<file path="config.mk">
export PLATFORM = sky130hd
export DESIGN_NAME = mux_16_1_arbiter
export DESIGN_NICKNAME = d
export VERILOG_FILES = /design/src/rtl/mux_16_1_arbiter.sv
export SDC_FILE = /design/constraint.sdc
export NUM_CORES = 1
export LEC_CHECK = 0
export CAP_MARGIN = 20
export CORE_MARGIN = 1.5
export CORE_UTILIZATION = 45
export DETAILED_ROUTE_END_ITERATION = 8
export HOLD_SLACK_MARGIN = 0.12
export PLACE_DENSITY_LB_ADDON = 0.15
export SYNTH_ARGS = -nofsm -noshare
export SYNTH_HDL_FRONTEND = slang
export SYNTH_SLANG_ARGS = --single-unit
export TNS_END_PERCENT = 1
</file>
<file path="constraint.sdc">
create_clock -name CLK -period 4.7 [get_ports CLK]
set_input_delay 1.175 -clock CLK [delete_from_list [all_inputs] [get_ports CLK]]
set_output_delay 1.175 -clock CLK [all_outputs]
set_load 0.02 [all_outputs]
</file>
<file path="src/rtl/mux_16_1_arbiter.sv">
// mux_16_1_arbiter
//   Round-robin arbiter sharing one 16:1 1-bit select mux between 16
//   requesters. S feeds the mux select directly. GNT is a one-hot grant.
//   A grant is held until the owner releases it (DONE, or its REQ bit drops).
//   On release the grant hands off in the same edge to the next requester
//   in rotating order.
//
//   Optional build macro: ARB_TIMEOUT_EN
//     Limits one owner to MAX_HOLD consecutive BUSY cycles. An owner that
//     overstays is forcibly released, and TIMEOUT pulses for one cycle.
//     Without the macro, TIMEOUT is tied to 0.
//
// Ports
//   CLK      in   1   clock, rising edge
//   RST      in   1   asynchronous active-high reset
//   REQ      in  16   request vector, bit i = requester i (mux input Xi)
//   DONE     in   1   current owner releases this cycle (ignored when idle)
//   S        out  4   registered mux select, current or last owner
//   GNT      out 16   registered one-hot grant, zero when idle
//   VALID    out  1   registered, high while a grant is held
//   TIMEOUT  out  1   registered one-cycle pulse on forced release
module mux_16_1_arbiter #(
  parameter int unsigned MAX_HOLD = 8
) (
  input  logic        CLK,
  input  logic        RST,
  input  logic [15:0] REQ,
  input  logic        DONE,
  output logic [3:0]  S,
  output logic [15:0] GNT,
  output logic        VALID,
  output logic        TIMEOUT
);

  typedef enum logic {IDLE, BUSY} state_e;

  state_e      state_q, state_d;
  logic [3:0]  ptr_q, ptr_d;
  logic [3:0]  s_q, s_d;
  logic [15:0] gnt_q, gnt_d;
  logic        valid_q, valid_d;

  logic [15:0] arb_vec;
  logic [3:0]  arb_base;
  logic [4:0]  pick;     // {found, index}
  logic        rel_norm;
  logic        forced;

  // First set bit of vec, searching upward from base and wrapping 15->0.
  // The loop runs downward so the lowest offset from base is written last.
  function automatic logic [4:0] rr_pick(input logic [15:0] vec,
                                         input logic [3:0]  base);
    logic [4:0] r;
    logic [3:0] idx;
    r = '0;
    for (int i = 15; i >= 0; i--) begin
      idx = base + 4'(i);
      if (vec[idx]) r = {1'b1, idx};
    end
    return r;
  endfunction

`ifdef ARB_TIMEOUT_EN
  logic [7:0] cnt_q, cnt_d;
  logic       to_q, to_d;
  // Forced on the edge that would complete the MAX_HOLD-th held cycle.
  assign forced = (state_q == BUSY) && !rel_norm &&
                  (cnt_q == 8'(MAX_HOLD - 1));
`else
  logic unused_max_hold;
  assign unused_max_hold = ^8'(MAX_HOLD);
  assign forced          = 1'b0;
`endif

  assign rel_norm = DONE | ~REQ[s_q];

  // In BUSY the current owner is masked out, and the search starts just past it.
  assign arb_vec  = (state_q == BUSY) ? (REQ & ~gnt_q) : REQ;
  assign arb_base = (state_q == BUSY) ? (s_q + 4'd1)   : ptr_q;
  assign pick     = rr_pick(arb_vec, arb_base);

  always_comb begin
    state_d = state_q;
    ptr_d   = ptr_q;
    s_d     = s_q;
    gnt_d   = gnt_q;
`ifdef ARB_TIMEOUT_EN
    cnt_d   = cnt_q;
    to_d    = 1'b0;
`endif
    unique case (state_q)
      IDLE: begin
        if (pick[4]) begin
          s_d     = pick[3:0];
          gnt_d   = 16'd1 << pick[3:0];
          state_d = BUSY;
`ifdef ARB_TIMEOUT_EN
          cnt_d   = '0;
`endif
        end
      end
      BUSY: begin
        if (rel_norm || forced) begin
          ptr_d = s_q + 4'd1;
`ifdef ARB_TIMEOUT_EN
          cnt_d = '0;
          to_d  = forced;
`endif
          if (pick[4]) begin
            s_d   = pick[3:0];
            gnt_d = 16'd1 << pick[3:0];
          end else begin
            gnt_d   = '0;
            state_d = IDLE;
          end
        end else begin
`ifdef ARB_TIMEOUT_EN
          cnt_d = cnt_q + 8'd1;
`endif
        end
      end
      default: state_d = IDLE;
    endcase
    valid_d = (state_d == BUSY);
  end

  always_ff @(posedge CLK or posedge RST) begin
    if (RST) begin
      state_q <= IDLE;
      ptr_q   <= '0;
      s_q     <= '0;
      gnt_q   <= '0;
      valid_q <= 1'b0;
    end else begin
      state_q <= state_d;
      ptr_q   <= ptr_d;
      s_q     <= s_d;
      gnt_q   <= gnt_d;
      valid_q <= valid_d;
    end
  end

`ifdef ARB_TIMEOUT_EN
  always_ff @(posedge CLK or posedge RST) begin
    if (RST) begin
      cnt_q <= '0;
      to_q  <= 1'b0;
    end else begin
      cnt_q <= cnt_d;
      to_q  <= to_d;
    end
  end
  assign TIMEOUT = to_q;
`else
  assign TIMEOUT = 1'b0;
`endif

  assign S     = s_q;
  assign GNT   = gnt_q;
  assign VALID = valid_q;

endmodule

</file>
==> summary.txt <==
Final layout
  – Area Overhead vs Synth: 27.10%
  – Post-layout util: 60.27%
  – Nets: 520
  – Leading cell type in the layout, fill and taps excluded: buf_4
  – Fill cell count: 724
  – Layout cells sized above 1: 27.79%
  – Most frequent cells in the layout: 65 x buf_4, 48 x mux2i_1, 39 x nand2_1, 39 x clkdlybuf4s50_1, 30 x nand3_1
  – Diode count: 0

STA
  – Max Fclk: 219.7 MHz
  – Relative max-transition margin: 35.52%
  – Worst setup margin: 0.1490 ns
  – Clock skew: 0.01196 ns
  – RSZ-0062 raised after global routing: yes
  – Hold WS: 0.5148 ns
  – Setup-failing EPs final: 0
  – Final Max Tran Viols: 0
  – Final min period: 4.551 ns
  – Worst Max-Slew Pin Slew: 0.9662 ns
  – Period utilisation layout: 96.83%
  – Final Hold Vio Count: 0

Synthesis
  – Post-synth top flop: dfrtp_1
  – Mapped Nets: 437
  – Synth Cell Area: 0.003721 sq mm
  – Area contributors post-synth: dfrtp_1 17%, mux2i_1 13%, mux4_2 10%
  – Synth top area share: 16.81%
  – Cells after Synth: 411
  – Synth area leader: dfrtp_1
  – Synthesis Warnings: 0
  – Yosys cell types: 69
  – Register area share after synthesis: 16.81%
  – #FFs+latches synth: 25
  – Synth async-reset ratio: 100.0%
  – Syn avg cell area: 9.054 sq um
  – Number of synthesized flops with an enable pin: 0

Min path
  – Hold wc startpoint: ptr_q[0]$_DFFE_PP0P_
  – Hold Path End: ptr_q[0]$_DFFE_PP0P_
  – Min-Delay Path Depth: 2
  – Worst Hold Class: flip-flop to flip-flop

Clock network
  – H-tree depth: 1
  – Postcts setup bufs: 0
  – Cts bufs inserted: 3
  – Clock transition at path regs: 0.09 ns
  – Root buf cell: clkbuf_8
  – TritonCTS clock tree: built
  – Clock Tree Buf Depth: 2
  – Clk sinks: 25
  – Hold Buf Count CTS: 0
  – Later-pin clock latency in the skew report: 0.28 ns

Worst setup path
  – Worst-path maximum fanout: 9
  – Crit path largest cell delay: 0.47 ns
  – Critical path class: input port to flip-flop
  – Critical path's most frequent cell: mux2i_1
  – Crit path DAT: 4.72 ns
  – Critical path capture point type: flip-flop
  – Reg2reg path depth: 16
  – Critical path, cell by cell: clkdlybuf4s50_1, a21boi_0, mux4_1, mux2i_1, mux2i_1, or3b_1, a311o_1, a2111oi_2, buf_4, o31ai_4, o41ai_1
  – Flop2flop setup slack: 0.23 ns
  – Worst EP required: 4.87 ns
  – CP max stage cell: clkdlybuf4s50_1
  – Crit Reg-Reg Endpoint: GNT[13]$_DFFE_PP0P_
  – CP startpoint kind: input port
  – Reg2Reg Launch Point: S[0]$_DFFE_PP0P_

Placed design
  – HPWL Detailed: 10.32 mm
  – RD Place Congestion: 1.033
  – Pre-CTS setup slack: -0.3550 ns
  – Port-buffer cells: 39

Floorplanning
  – Die area: 0.008824 sq mm
  – Die X: 93.94 um
  – FP Rows: 32
  – Starting Density: 47.42%
  – Core ar.: 0.007848 sq mm
  – IO Pins: 41
  – Die Y: 93.94 um

Route
  – Post-Route WL: 13.13 mm
  – Drt drc: 0
  – Post-route ant nets: 0
  – Vias per inst: 6.624
  – Total vias in the final route: 3,941
  – Pre-antenna DRT Iters: 5
  – Drt initial violations: 472
  – Drt wl/cell: 22.06 um

Global routing
  – Global-route wire length before repair: 21.09 mm
  – Overall Global Routing Usage: 31.36%
  – Initial antenna violation count: 0
  – Gr ovfl total: 0
  – Number of global-route vias before repair: 3,824
  – Largest net degree at the start of global routing: 26

Flow run
  – Max Cap Viol: 0

Status
  – Status: finished, final reports clean
==> metal layers <==
layer  GRT usage [%]  vias to the layer above  wire length [um]
met1           42.93                     1911              5650
li1                -                     1788                 -
met4           9.204                        0               369
met5               0                        -                 0
met3           7.120                       36              1184
met2           49.28                      206              5920
==> what timing repair did <==
item	4_1_cts	5_1_grt
gates resized for setup	2	20
pin swaps	0	1
endpoints found under the setup margin	11	17
hold endpoints to repair	0	0
==> how the worst max path moves through the flow <==
stage,endpoint,cells after the start,startpoint
floorplan,GNT[0]$_DFFE_PP0P_,14,S[1]$_DFFE_PP0P_
global placement,GNT[8]$_DFFE_PP0P_,12,REQ[9]
detailed placement,GNT[15]$_DFFE_PP0P_,12,REQ[9]
CTS,GNT[5]$_DFFE_PP0P_,16,S[0]$_DFFE_PP0P_
global route,GNT[6]$_DFFE_PP0P_,16,S[0]$_DFFE_PP0P_
finish,GNT[6]$_DFFE_PP0P_,11,REQ[13]
==> Yosys cell counts, types with 6 or more instances <==
library cell	n
nor2_1	19
ha_1	7
o41ai_1	14
nor3_1	8
clkbuf_1	14
dfrtp_1	25
a21oi_1	10
mux2i_1	49
xnor2_1	12
o21ai_0	13
mux4_2	17
a21boi_0	17
mux2_2	17
nand3_1	30
nand2_1	39
a31oi_1	6
==> critical path: cells and delay by family <==
family,cells,cell delay [ns]
compound gates,5,1.63
mux,3,0.85
buf+inv,2,0.67
simple gates,1,0.39
==> cells by family (layout without fill, tap and decap cells) <==
family	after synthesis	after routing	share of synthesized area (%)
AND/OR/NAND/NOR	128	128	17.01
buffers and inverters	36	118	4.842
XOR/XNOR	15	15	3.733
AO/OA/AOI/OAI	111	111	23.54
adder cells (fa/ha/maj)	7	7	2.354
multiplexers	88	88	31.61
other	1	1	0.1008
flip-flops	25	25	16.81
==> flip-flops by register name, summed over array words and instances, names as in the netlist <==
register  flops
S             4
GNT          16
VALID         1
ptr_q         4
==> cell type report <==
class / count / area [sq um] / share of cell area [%]
sequential: 25 / 625.6 / 13.23
tap: 102 / 127.6 / 2.698
inverter: 8 / 35.03 / 0.7407
clock buffer: 3 / 41.29 / 0.8730
clock inverter: 1 / 7.507 / 0.1587
timing repair buffer: 106 / 904.6 / 19.13
multi-input combinational: 350 / 2988 / 63.17
==> through the flow <==
step,instance area [sq um],setup TNS (ns),instances
2_1_floorplan,3729,0,411
3_3_place_gp,4613,-1.890,591
3_5_place_dp,4613,-3.517,591
4_1_cts,4677,0,595
5_1_grt,4730,-0.02905,595
6_report,4730,0,595
Power is left out: the tool's default activity adds up to more than one toggle a clock period on the data nets, which glitch-free logic cannot reach.
